## config.mk

```make
export PLATFORM = sky130hd
export DESIGN_NAME = mem_stage_flat
export DESIGN_NICKNAME = d
export VERILOG_FILES = /design/src/rtl/mem_stage_pkg.sv /design/src/rtl/mem_stage_if.sv /design/src/rtl/mem_stage_lsu_align.sv /design/src/rtl/mem_stage.sv /design/src/flat_wrapper.sv
export SDC_FILE = /design/constraint.sdc
export NUM_CORES = 1
export LEC_CHECK = 0
export CORE_AREA = 2 2 137 139
export CTS_BUF_LIST = sky130_fd_sc_hd__clkbuf_16
export DETAILED_ROUTE_END_ITERATION = 16
export DIE_AREA = 0 0 139 141
export PLACE_DENSITY = 0.6
export SLEW_MARGIN = 20
export SYNTH_ARGS = -nofsm -noshare
export SYNTH_HDL_FRONTEND = slang
export SYNTH_HIERARCHICAL = 1
export SYNTH_SLANG_ARGS = --single-unit
```

## constraint.sdc

```tcl
create_clock -name clk -period 4.9 [get_ports clk]
set_clock_uncertainty 0.1 [all_clocks]
set_input_delay 0.735 -clock clk [delete_from_list [all_inputs] [get_ports clk]]
set_output_delay 0.735 -clock clk [all_outputs]
set_load 0.02 [all_outputs]
```

## src/rtl/mem_stage_pkg.sv

```systemverilog
// Shared load/store encodings, MEM-stage FSM states and address map
// defaults for the 5-stage RISC-V pipeline.
package riscv_defs;

    localparam logic [2:0] F3_B  = 3'b000;
    localparam logic [2:0] F3_H  = 3'b001;
    localparam logic [2:0] F3_W  = 3'b010;
    localparam logic [2:0] F3_BU = 3'b100;
    localparam logic [2:0] F3_HU = 3'b101;

    localparam logic [31:0] IO_BASE_DEFAULT = 32'hFFFF_FC00;

    typedef enum logic {
        MEM_IDLE = 1'b0,
        MEM_WAIT = 1'b1
    } mem_state_e;

    function automatic logic is_byte(input logic [2:0] f3);
        return (f3 == F3_B) || (f3 == F3_BU);
    endfunction

    function automatic logic is_half(input logic [2:0] f3);
        return (f3 == F3_H) || (f3 == F3_HU);
    endfunction

    // Undefined encodings are word accesses, so they need word alignment.
    function automatic logic misaligned(
        input logic [2:0] f3,
        input logic [1:0] off
    );
        if (is_byte(f3)) return 1'b0;
        if (is_half(f3)) return off[0];
        return off != 2'b00;
    endfunction

endpackage

```

## src/rtl/mem_stage_if.sv

```systemverilog
// Data-memory req/ack bus and single-cycle MMIO bus seen by the
// MEM stage (master) and the memory system (slave).
interface mem_stage_if;

    logic        dmem_req;
    logic        dmem_we;
    logic [31:0] dmem_addr;
    logic [31:0] dmem_wdata;
    logic [3:0]  dmem_be;
    logic        dmem_ack;
    logic [31:0] dmem_rdata;

    logic        io_re;
    logic        io_we;
    logic [31:0] io_addr;
    logic [31:0] io_wdata;
    logic [31:0] io_rdata;

    modport master (
        output dmem_req, dmem_we, dmem_addr,
        output dmem_wdata, dmem_be,
        input  dmem_ack, dmem_rdata,
        output io_re, io_we, io_addr, io_wdata,
        input  io_rdata
    );

    modport slave (
        input  dmem_req, dmem_we, dmem_addr,
        input  dmem_wdata, dmem_be,
        output dmem_ack, dmem_rdata,
        input  io_re, io_we, io_addr, io_wdata,
        output io_rdata
    );

endinterface

```

## src/rtl/mem_stage_lsu_align.sv

```systemverilog
// Byte-lane steering: store byte enables / replicated data and
// load lane extraction with sign or zero extension.
module lsu_align
    import riscv_defs::*;
(
    input  logic [2:0]  funct3_i,
    input  logic [1:0]  off_i,
    input  logic [31:0] wdata_i,
    input  logic [31:0] rdata_i,
    output logic [3:0]  be_o,
    output logic [31:0] wdata_o,
    output logic [31:0] rdata_o
);

    logic [31:0] byte_sh;
    logic [31:0] half_sh;
    logic        sx;

    assign byte_sh = rdata_i >> {off_i, 3'b000};
    assign half_sh = rdata_i >> {off_i[1], 4'b0000};
    assign sx      = ~funct3_i[2];

    always_comb begin
        be_o    = 4'b1111;
        wdata_o = wdata_i;
        rdata_o = rdata_i;
        unique case (1'b1)
            is_byte(funct3_i): begin
                be_o    = 4'b0001 << off_i;
                wdata_o = {4{wdata_i[7:0]}};
                rdata_o = {{24{sx & byte_sh[7]}},
                           byte_sh[7:0]};
            end
            is_half(funct3_i): begin
                be_o    = 4'b0011 << {off_i[1], 1'b0};
                wdata_o = {2{wdata_i[15:0]}};
                rdata_o = {{16{sx & half_sh[15]}},
                           half_sh[15:0]};
            end
            default: begin
                be_o    = 4'b1111;
                wdata_o = wdata_i;
                rdata_o = rdata_i;
            end
        endcase
    end

endmodule

```

## src/rtl/mem_stage.sv

```systemverilog
// MEM stage: dmem req/ack with watchdog, single-cycle MMIO, stall.
// Optional misaligned-access trap: MEM_STAGE_MISALIGN_TRAP_EN.
module mem_stage
    import riscv_defs::*;
#(
    parameter logic [31:0] IO_BASE = IO_BASE_DEFAULT,
    parameter int unsigned TIMEOUT = 255
) (
    input  logic        clk,
    input  logic        rstn,
    input  logic        ex_valid,
    input  logic        ex_mem_read,
    input  logic        ex_mem_write,
    input  logic [2:0]  ex_funct3,
    input  logic [31:0] ex_addr,
    input  logic [31:0] ex_wdata,
    input  logic [4:0]  ex_rd_addr,
    input  logic        ex_reg_write,
    input  logic        ex_memtoreg,
    output logic        stall,
    mem_stage_if.master bus,
    output logic        mem_valid,
    output logic        mem_reg_write,
    output logic        mem_memtoreg,
    output logic        mem_io_write,
    output logic [4:0]  mem_rd_addr,
    output logic [31:0] mem_alu_result,
    output logic [31:0] mem_mem_data,
    output logic        bus_err,
    output logic        misalign
);

    localparam logic [7:0] TO = 8'(TIMEOUT);

    mem_state_e  state_q, state_d;
    logic [7:0]  cnt_q, cnt_d;

    logic        live, is_mem, is_io, mis;
    logic        io_acc, dm_acc, abort, ack, stall_w;
    logic [3:0]  be;
    logic [31:0] wdata_sh, rdata_ext, rdata_src;

    assign live   = rstn & ex_valid;
    assign is_mem = live & (ex_mem_read | ex_mem_write);
    assign is_io  = ex_addr >= IO_BASE;

`ifdef MEM_STAGE_MISALIGN_TRAP_EN
    assign mis = is_mem & misaligned(ex_funct3, ex_addr[1:0]);
`else
    assign mis = 1'b0;
`endif

    assign io_acc = is_mem & is_io & ~mis;
    assign dm_acc = is_mem & ~is_io & ~mis;

    // Last watchdog cycle: request is withdrawn, a late ack is ignored.
    assign abort   = dm_acc & (state_q == MEM_WAIT) & (cnt_q >= TO);
    assign ack     = dm_acc & ~abort & bus.dmem_ack;
    assign stall_w = dm_acc & ~abort & ~bus.dmem_ack;

    assign rdata_src = io_acc ? bus.io_rdata : bus.dmem_rdata;

    lsu_align u_align (
        .funct3_i (ex_funct3),
        .off_i    (ex_addr[1:0]),
        .wdata_i  (ex_wdata),
        .rdata_i  (rdata_src),
        .be_o     (be),
        .wdata_o  (wdata_sh),
        .rdata_o  (rdata_ext)
    );

    always_ff @(posedge clk or negedge rstn) begin
        if (!rstn) begin
            state_q <= MEM_IDLE;
            cnt_q   <= '0;
        end else begin
            state_q <= state_d;
            cnt_q   <= cnt_d;
        end
    end

    always_comb begin
        state_d        = state_q;
        cnt_d          = cnt_q;
        stall          = stall_w;
        bus.dmem_req   = dm_acc & ~abort;
        bus.dmem_we    = 1'b0;
        bus.dmem_addr  = '0;
        bus.dmem_wdata = '0;
        bus.dmem_be    = '0;
        bus.io_re      = io_acc & ex_mem_read;
        bus.io_we      = io_acc & ex_mem_write;
        bus.io_addr    = '0;
        bus.io_wdata   = '0;
        mem_valid      = live & ~stall_w;
        mem_reg_write  = 1'b0;
        mem_memtoreg   = 1'b0;
        mem_io_write   = io_acc & ex_mem_write;
        mem_rd_addr    = ex_rd_addr;
        mem_alu_result = ex_addr;
        mem_mem_data   = '0;
        bus_err        = abort;
        misalign       = mis;

        unique case (state_q)
            MEM_IDLE: begin
                if (stall_w) begin
                    state_d = MEM_WAIT;
                    cnt_d   = 8'd1;
                end
            end
            MEM_WAIT: begin
                if (stall_w) begin
                    cnt_d = cnt_q + 8'd1;
                end else begin
                    state_d = MEM_IDLE;
                    cnt_d   = '0;
                end
            end
            default: begin
                state_d = MEM_IDLE;
                cnt_d   = '0;
            end
        endcase

        if (dm_acc & ~abort) begin
            bus.dmem_we   = ex_mem_write;
            bus.dmem_addr = {ex_addr[31:2], 2'b00};
            bus.dmem_be   = be;
            if (ex_mem_write) bus.dmem_wdata = wdata_sh;
        end
        if (io_acc) begin
            bus.io_addr = ex_addr;
            if (ex_mem_write) bus.io_wdata = wdata_sh;
        end
        if (mem_valid) begin
            mem_reg_write = ex_reg_write & ~abort & ~mis;
            mem_memtoreg  = ex_memtoreg;
        end
        if (ex_mem_read & (io_acc | ack)) begin
            mem_mem_data = rdata_ext;
        end
    end

endmodule
```

## src/flat_wrapper.sv

```systemverilog
// flat-port wrapper written by rule: the top's interface ports become plain ports
module mem_stage_flat import riscv_defs::*;
#(
    parameter logic [31:0] IO_BASE = IO_BASE_DEFAULT,
    parameter int unsigned TIMEOUT = 255
)
  (clk, rstn, ex_valid, ex_mem_read, ex_mem_write, ex_funct3, ex_addr, ex_wdata, ex_rd_addr, ex_reg_write, ex_memtoreg, stall, mem_valid, mem_reg_write, mem_memtoreg, mem_io_write, mem_rd_addr, mem_alu_result, mem_mem_data, bus_err, misalign, bus_dmem_req, bus_dmem_we, bus_dmem_addr, bus_dmem_wdata, bus_dmem_be, bus_dmem_ack, bus_dmem_rdata, bus_io_re, bus_io_we, bus_io_addr, bus_io_wdata, bus_io_rdata);
  mem_stage_if bus_i ();
  input  logic clk;
  input  logic rstn;
  input  logic ex_valid;
  input  logic ex_mem_read;
  input  logic ex_mem_write;
  input  logic [2:0] ex_funct3;
  input  logic [31:0] ex_addr;
  input  logic [31:0] ex_wdata;
  input  logic [4:0] ex_rd_addr;
  input  logic ex_reg_write;
  input  logic ex_memtoreg;
  output logic stall;
  output logic mem_valid;
  output logic mem_reg_write;
  output logic mem_memtoreg;
  output logic mem_io_write;
  output logic [4:0] mem_rd_addr;
  output logic [31:0] mem_alu_result;
  output logic [31:0] mem_mem_data;
  output logic bus_err;
  output logic misalign;
  output wire logic [$bits(bus_i.dmem_req)-1:0] bus_dmem_req;
  output wire logic [$bits(bus_i.dmem_we)-1:0] bus_dmem_we;
  output wire logic [$bits(bus_i.dmem_addr)-1:0] bus_dmem_addr;
  output wire logic [$bits(bus_i.dmem_wdata)-1:0] bus_dmem_wdata;
  output wire logic [$bits(bus_i.dmem_be)-1:0] bus_dmem_be;
  input wire logic [$bits(bus_i.dmem_ack)-1:0] bus_dmem_ack;
  input wire logic [$bits(bus_i.dmem_rdata)-1:0] bus_dmem_rdata;
  output wire logic [$bits(bus_i.io_re)-1:0] bus_io_re;
  output wire logic [$bits(bus_i.io_we)-1:0] bus_io_we;
  output wire logic [$bits(bus_i.io_addr)-1:0] bus_io_addr;
  output wire logic [$bits(bus_i.io_wdata)-1:0] bus_io_wdata;
  input wire logic [$bits(bus_i.io_rdata)-1:0] bus_io_rdata;
  assign bus_dmem_req = bus_i.dmem_req;
  assign bus_dmem_we = bus_i.dmem_we;
  assign bus_dmem_addr = bus_i.dmem_addr;
  assign bus_dmem_wdata = bus_i.dmem_wdata;
  assign bus_dmem_be = bus_i.dmem_be;
  assign bus_i.dmem_ack = bus_dmem_ack;
  assign bus_i.dmem_rdata = bus_dmem_rdata;
  assign bus_io_re = bus_i.io_re;
  assign bus_io_we = bus_i.io_we;
  assign bus_io_addr = bus_i.io_addr;
  assign bus_io_wdata = bus_i.io_wdata;
  assign bus_i.io_rdata = bus_io_rdata;
  mem_stage #(.IO_BASE(IO_BASE), .TIMEOUT(TIMEOUT)) u_core (.clk(clk), .rstn(rstn), .ex_valid(ex_valid), .ex_mem_read(ex_mem_read), .ex_mem_write(ex_mem_write), .ex_funct3(ex_funct3), .ex_addr(ex_addr), .ex_wdata(ex_wdata), .ex_rd_addr(ex_rd_addr), .ex_reg_write(ex_reg_write), .ex_memtoreg(ex_memtoreg), .stall(stall), .bus(bus_i), .mem_valid(mem_valid), .mem_reg_write(mem_reg_write), .mem_memtoreg(mem_memtoreg), .mem_io_write(mem_io_write), .mem_rd_addr(mem_rd_addr), .mem_alu_result(mem_alu_result), .mem_mem_data(mem_mem_data), .bus_err(bus_err), .misalign(misalign));
endmodule
```

After elaboration in Yosys (flattened, before gate mapping)
Cells that the tools add are included.

Bits in registers: 9. Input bits: 144. Output and inout bits: 212. Word-level logic and storage cells: 58.

Add/subtract/negate cells: 1. Magnitude comparators: 2. Eq/ne operators: 4. Shift operators: 4. Multiplexer cells: 18. Bitwise logic cells: 24. Reductions and logical operators: 3.

Operators by type and width (number): $mux 32 (7); $pmux 32 s2 (2); $ge 32x32->1 const B (1); $shr 32x5->16 (1); $shr 32x5->8 (1); $and 1x1->1 (16); $mux 8 (2); $pmux 8 s2 (1); $add 8x1->8 const B (1); $ge 8x8->1 const B (1); $pmux 4 s2 (1); $eq 3x3->1 const B (2); $not 1->1 (6); $mux 1 (4); $mux 4 (1); $shl 1x2->4 const A (1); $shl 2x2->4 const A (1); $eq 3x1->1 const B (1); $logic_not 3->1 (1); $logic_or 1x1->1 (2); $ne 2x1->1 const B (1); $or 1x1->1 (2).

Longest topological paths before layout
Depth in word-level cells: 11. Mapped depth: 12. Mapped depth without buffers: 9.

Hierarchy
Netlist, hierarchy kept.

By module, submodules not included: mem_stage (instances 1, cells each 372, area an instance 2537.4 um^2, sequential area each 225.2 um^2); lsu_align (instances 1, cells each 189, area an instance 1262.5 um^2, sequential area each 0.0 um^2).

Least setup slack after synthesis
No wires, ideal clock.

Path kind: input to output. From: in ex_addr[22]. To: out mem_mem_data[11]. Arrival time: 2.991 ns. Data required time: 4.065 ns. Slack: 1.074 ns. Stages on the path: 12. Path buffers: 3. Path through: nand4_1 -> nor4_2 -> nand2_1 -> or2_1 -> buf_6 -> buf_12 -> mux2_4 -> mux2_4 -> a22oi_4 -> buf_4 -> o221ai_1 -> nor2b_1.

Elaborated cells between the ends (all ways): 17. Classes of those cells: order compare (1); shift (2); mux (3); bitwise (11).

RTL lines: start: declaration (line flat_wrapper.sv:15) `input logic [31:0] ex_addr;`; $ge 32x32->1 (line mem_stage.sv:45) `assign is_io = ex_addr >= IO_BASE;`; $and 1x1->1 (line mem_stage.sv:53) `assign io_acc = is_mem & is_io & ~mis;`; $mux 32 (line mem_stage.sv:61) `assign rdata_src = io_acc ? bus.io_rdata : bus.dmem_rdata;`; via u_core.rdata_src[23] (line mem_stage.sv:41) `logic [31:0] wdata_sh, rdata_ext, rdata_src;`; $shr 32x5->8 (line mem_stage_lsu_align.sv:19) `assign byte_sh = rdata_i >> {off_i, 3'b000};`; $and 1x1->1 (line mem_stage_lsu_align.sv:31) `rdata_o = {{24{sx & byte_sh[7]}},`; $pmux 32 s2 (line mem_stage_lsu_align.sv:27) `unique case (1'b1)`; via u_core.rdata_ext[11] (line mem_stage.sv:41); $mux 32 (line mem_stage.sv:141) `if (ex_mem_read & (io_acc | ack)) begin`; end: declaration (line flat_wrapper.sv:27) `output logic [31:0] mem_mem_data;`.

The timed path passes the listed nets, and every way through them passes these cells.

Final worst setup path
From: in ex_addr[12]. To: out mem_mem_data[19].

Elaborated cells between the ends (all ways): 18. Classes of those cells: order compare (1); shift (2); mux (3); bitwise (12).

RTL lines (line): $ge 32x32->1 (*) (mem_stage.sv:45); $and 1x1->1 (*) (mem_stage.sv:53); $mux 32 (*) (mem_stage.sv:61); via u_core.rdata_src[31] (mem_stage.sv:41); $shr 32x5->16 / $shr 32x5->8 (equally long branches) (mem_stage_lsu_align.sv:20, mem_stage_lsu_align.sv:19); $and 1x1->1, on equally long branches (mem_stage_lsu_align.sv:37, mem_stage_lsu_align.sv:31); $pmux 32 s2 (*) (mem_stage_lsu_align.sv:27); via u_core.rdata_ext[19] (mem_stage.sv:41); $mux 32 (*) (mem_stage.sv:141).

Mark *: on every way through the listed nets, which the timed path passes. The rest lies on a longest branch.

==> flow_summary.json <==
{
  "status": "finished, final reports clean",
  "remaining_drc_errors": 0,
  "p_leak_nw": 3.71,
  "synth_edf_count": 0,
  "pwr-share-clk_pct": 20.6,
  "p_comb_share_pct": 68.1,
  "wire_per_inst_um": 17.8,
  "synthAdderAreaFrac_pct": 0.329,
  "cts_hold_buf": 0,
  "cts_buffers": 3,
  "vias": 4927,
  "ant_nets": 0,
  "die_y_um": 141,
  "end_kind": "output port",
  "nets": 997,
  "clkTransAtPathRegs_ns": 0.04,
  "ir_drop_mv": 0.0954,
  "synth-xor-area-share_pct": 1.38,
  "fillCellCount": 1914,
  "fin_area_mm2": 0.00733,
  "cts_tree": "built",
  "grt_pass1_vias": 4819,
  "ys.flop_type": "dfrtp_1",
  "grt_max_degree": 39,
  "crit_arrival_ns": 3.91,
  "yosysUniqueCellTypes": 46,
  "drv_cap": 0,
  "syn_area_mm2": 0.00380,
  "postPlaceCellArea_mm2": 0.00718,
  "tightest_slew_ns": 0.748,
  "grt_pass1_wl_um": 28300,
  "synth_mux_area_share_pct": 21.6,
  "power.share.switching_pct": 36.8,
  "cts_sinks": 9,
  "dp_hpwl_um": 15400,
  "min_path_type": "flip-flop to flip-flop",
  "drt-total-wl_um": 19300,
  "drive_above_1_share_pct": 11.3,
  "cts_root_buffer": "clkbuf_16",
  "fin_util_pct": 40.1,
  "synth_top_family_by_area": "simple AND/OR/NAND/NOR gates",
  "drtPass1Iterations": 6,
  "ys_async_sr_fraction_pct": 100,
  "finalCritPeriodShare_pct": 96.9,
  "die_w_um": 139,
  "num_antenna_cells": 0,
  "multiInputGateArea_mm2": 0.00281,
  "powerDensity_mw_per_mm2": 95.4,
  "grt.total_usage_pct": 18.1,
  "syn_avg_cell_area_um2": 6.77,
  "slew_viol_final": 0,
  "path_max_fanout": 22,
  "final_hold_viol_count": 0,
  "dieArea_mm2": 0.0196,
  "synthSimpleGateAreaFrac_pct": 36.7,
  "ys_ff_latch": 9,
  "antenna_found_initial": 0,
  "yosysWarnings": 6,
  "port_buffers": 342,
  "synth_compound_area_share_pct": 13.1,
  "clkLatencyLatePin_ns": 0.24,
  "core-area_mm2": 0.0183,
  "ios": 356,
  "setup_viol": 0,
  "gp_congestion": 0.815,
  "area_growth_pct": 92.9,
  "relSlewSlack_pct": 50.1,
  "seqCellArea_um2": 225,
  "critical_path_required_ns": 4.07,
  "finalWorstSetupSlack_ns": 0.152,
  "cts.path.max_buffers": 2,
  "overflow": 0,
  "dp_slack_ns": 0.0703,
  "fin_hold_ws_ns": 0.405,
  "p_switching_mw": 0.257,
  "p_int_mw": 0.442,
  "via_per_inst": 4.54,
  "worst_setup_path_start_kind": "input pin",
  "seqPwrFrac_pct": 11.4,
  "syn_inst": 561,
  "crit_type": "input pin to output port",
  "clock.fmax_ghz": 0.211,
  "fin_crit_ns": 4.75,
  "ys_seq_area_share_pct": 5.93,
  "cts_htree_levels": 1,
  "rows": 50,
  "drt_iter0_drc": 233,
  "initial_core_util_pct": 20.8
}
## cell type report
class,count,area share (%)
clock buffer,3,1.02
clock inverter,1,0.0512
timing repair buffer,383,52.0
tap,234,3.99
sequential,9,3.07
inverter,31,1.59
multi-input combinational,424,38.3
## synthesized netlist by cell type, types with 4 or more instances
| cell type | instances | area, um2 |
|---|---|---|
| a221o_1 | 7 | 70.1 |
| a22oi_1 | 7 | 52.6 |
| and2_1 | 12 | 75.1 |
| and3_1 | 40 | 250 |
| buf_2 | 18 | 90.1 |
| buf_4 | 52 | 390 |
| buf_6 | 5 | 56.3 |
| clkbuf_1 | 21 | 78.8 |
| dfrtp_1 | 9 | 225 |
| inv_1 | 31 | 116 |
| mux2_2 | 9 | 101 |
| mux2_4 | 34 | 510 |
| mux2i_1 | 21 | 210 |
| nand2_1 | 84 | 315 |
| nand3_1 | 4 | 20.0 |
| nand4_1 | 6 | 37.5 |
| nor2_1 | 77 | 289 |
| nor2b_1 | 53 | 332 |
| o21ai_0 | 8 | 40.0 |
| o21bai_1 | 4 | 30.0 |
| o221ai_1 | 7 | 61.3 |
| o22ai_1 | 17 | 106 |
## cells in the final DEF, fill, tap and decap left out, drive strengths merged, types with 2 or more instances in the layout
cell type / synthesis / layout
a211o: 2 / 2
a21oi: 3 / 3
a221o: 7 / 7
a22oi: 8 / 8
and2: 12 / 12
and3: 40 / 40
buf: 78 / 42
clkbuf: 21 / 3
clkdlybuf4s50: 0 / 317
conb: 1 / 3
dfrtp: 9 / 9
dlymetal6s2s: 0 / 24
inv: 31 / 32
mux2: 43 / 43
mux2i: 21 / 21
nand2: 84 / 84
nand3: 5 / 5
nand4: 6 / 6
nor2: 77 / 77
nor2b: 53 / 53
o21ai: 9 / 9
o21bai: 4 / 4
o221ai: 7 / 7
o22ai: 17 / 17
o31ai: 2 / 2
or2: 3 / 3
xnor2: 3 / 3
xor2: 3 / 3
## critical path, stage by stage
cell	delay, ns
clkdlybuf4s50_1	0.54
nand4_1	0.21
nor4_4	0.20
nand2_1	0.11
or2_4	0.30
mux2_4	0.33
mux2_4	0.28
a22oi_4	0.21
buf_12	0.20
o22ai_1	0.09
nor2b_1	0.15
clkdlybuf4s50_1	0.56
## state kept, by name, summed over array words and instances, names as in the netlist
name and cells:
u_core/cnt_q 8, u_core/state_q 1
## metal layers
metal | global-route usage [%] | up-vias | routed length (um) | share of wire, %
met5 | 0 | - | 0 | 0
met2 | 33.4 | 268 | 9700 | 50
li1 | - | 2404 | - | -
met3 | 3.91 | 10 | 1570 | 8.1
met4 | 2.02 | 0 | 138 | 0.72
met1 | 22.2 | 2245 | 7880 | 41
## worst paths after layout
path,startpoint,endpoint,slack (ns),cells after the start
worst max-delay path,ex_addr[12],mem_mem_data[19],0.15,12
worst min-delay path,u_core/cnt_q[0],u_core/cnt_q[0],0.41,1
worst max register to register,u_core/cnt_q[0],u_core/cnt_q[3],2.77,6
worst min register to register,u_core/cnt_q[0],u_core/cnt_q[0],0.41,1
max in group asynchronous,rstn,u_core/cnt_q[1],3.78,2
min in group asynchronous,rstn,u_core/cnt_q[5],0.77,2
## through the flow
step	TNS [ns]	instances	power, mW
after CTS	0	1085	0.705
after detailed placement	0	1081	0.558
final	0	1085	0.699
after global routing	-0.000993	1085	0.738
after global placement	0	1081	0.558
after floorplan	0	563	0.327
## logic make-up after synthesis
kind of cell,after synthesis
other,1
buffers and inverters,130
adder cells (fa/ha/maj),1
AO/OA/AOI/OAI,65
multiplexers,64
XOR/XNOR,6
flip-flops,9
AND/OR/NAND/NOR,285
## power by group through the flow
stage                     logic, mW  clock network (mW)  registers (mW)
after floorplan               0.247                   0          0.0795
after global placement        0.478                   0          0.0805
after detailed placement      0.477                   0          0.0805
after CTS                     0.480               0.146          0.0795
after global routing          0.508               0.150          0.0801
final                         0.476               0.144          0.0796
## timing repair
action	4_1_cts	5_1_grt
setup endpoints to repair	0	25
setup buffers	0	0
gates resized for setup	0	25
endpoints found under the hold margin	0	0
(Power assumes the default switching activity.)
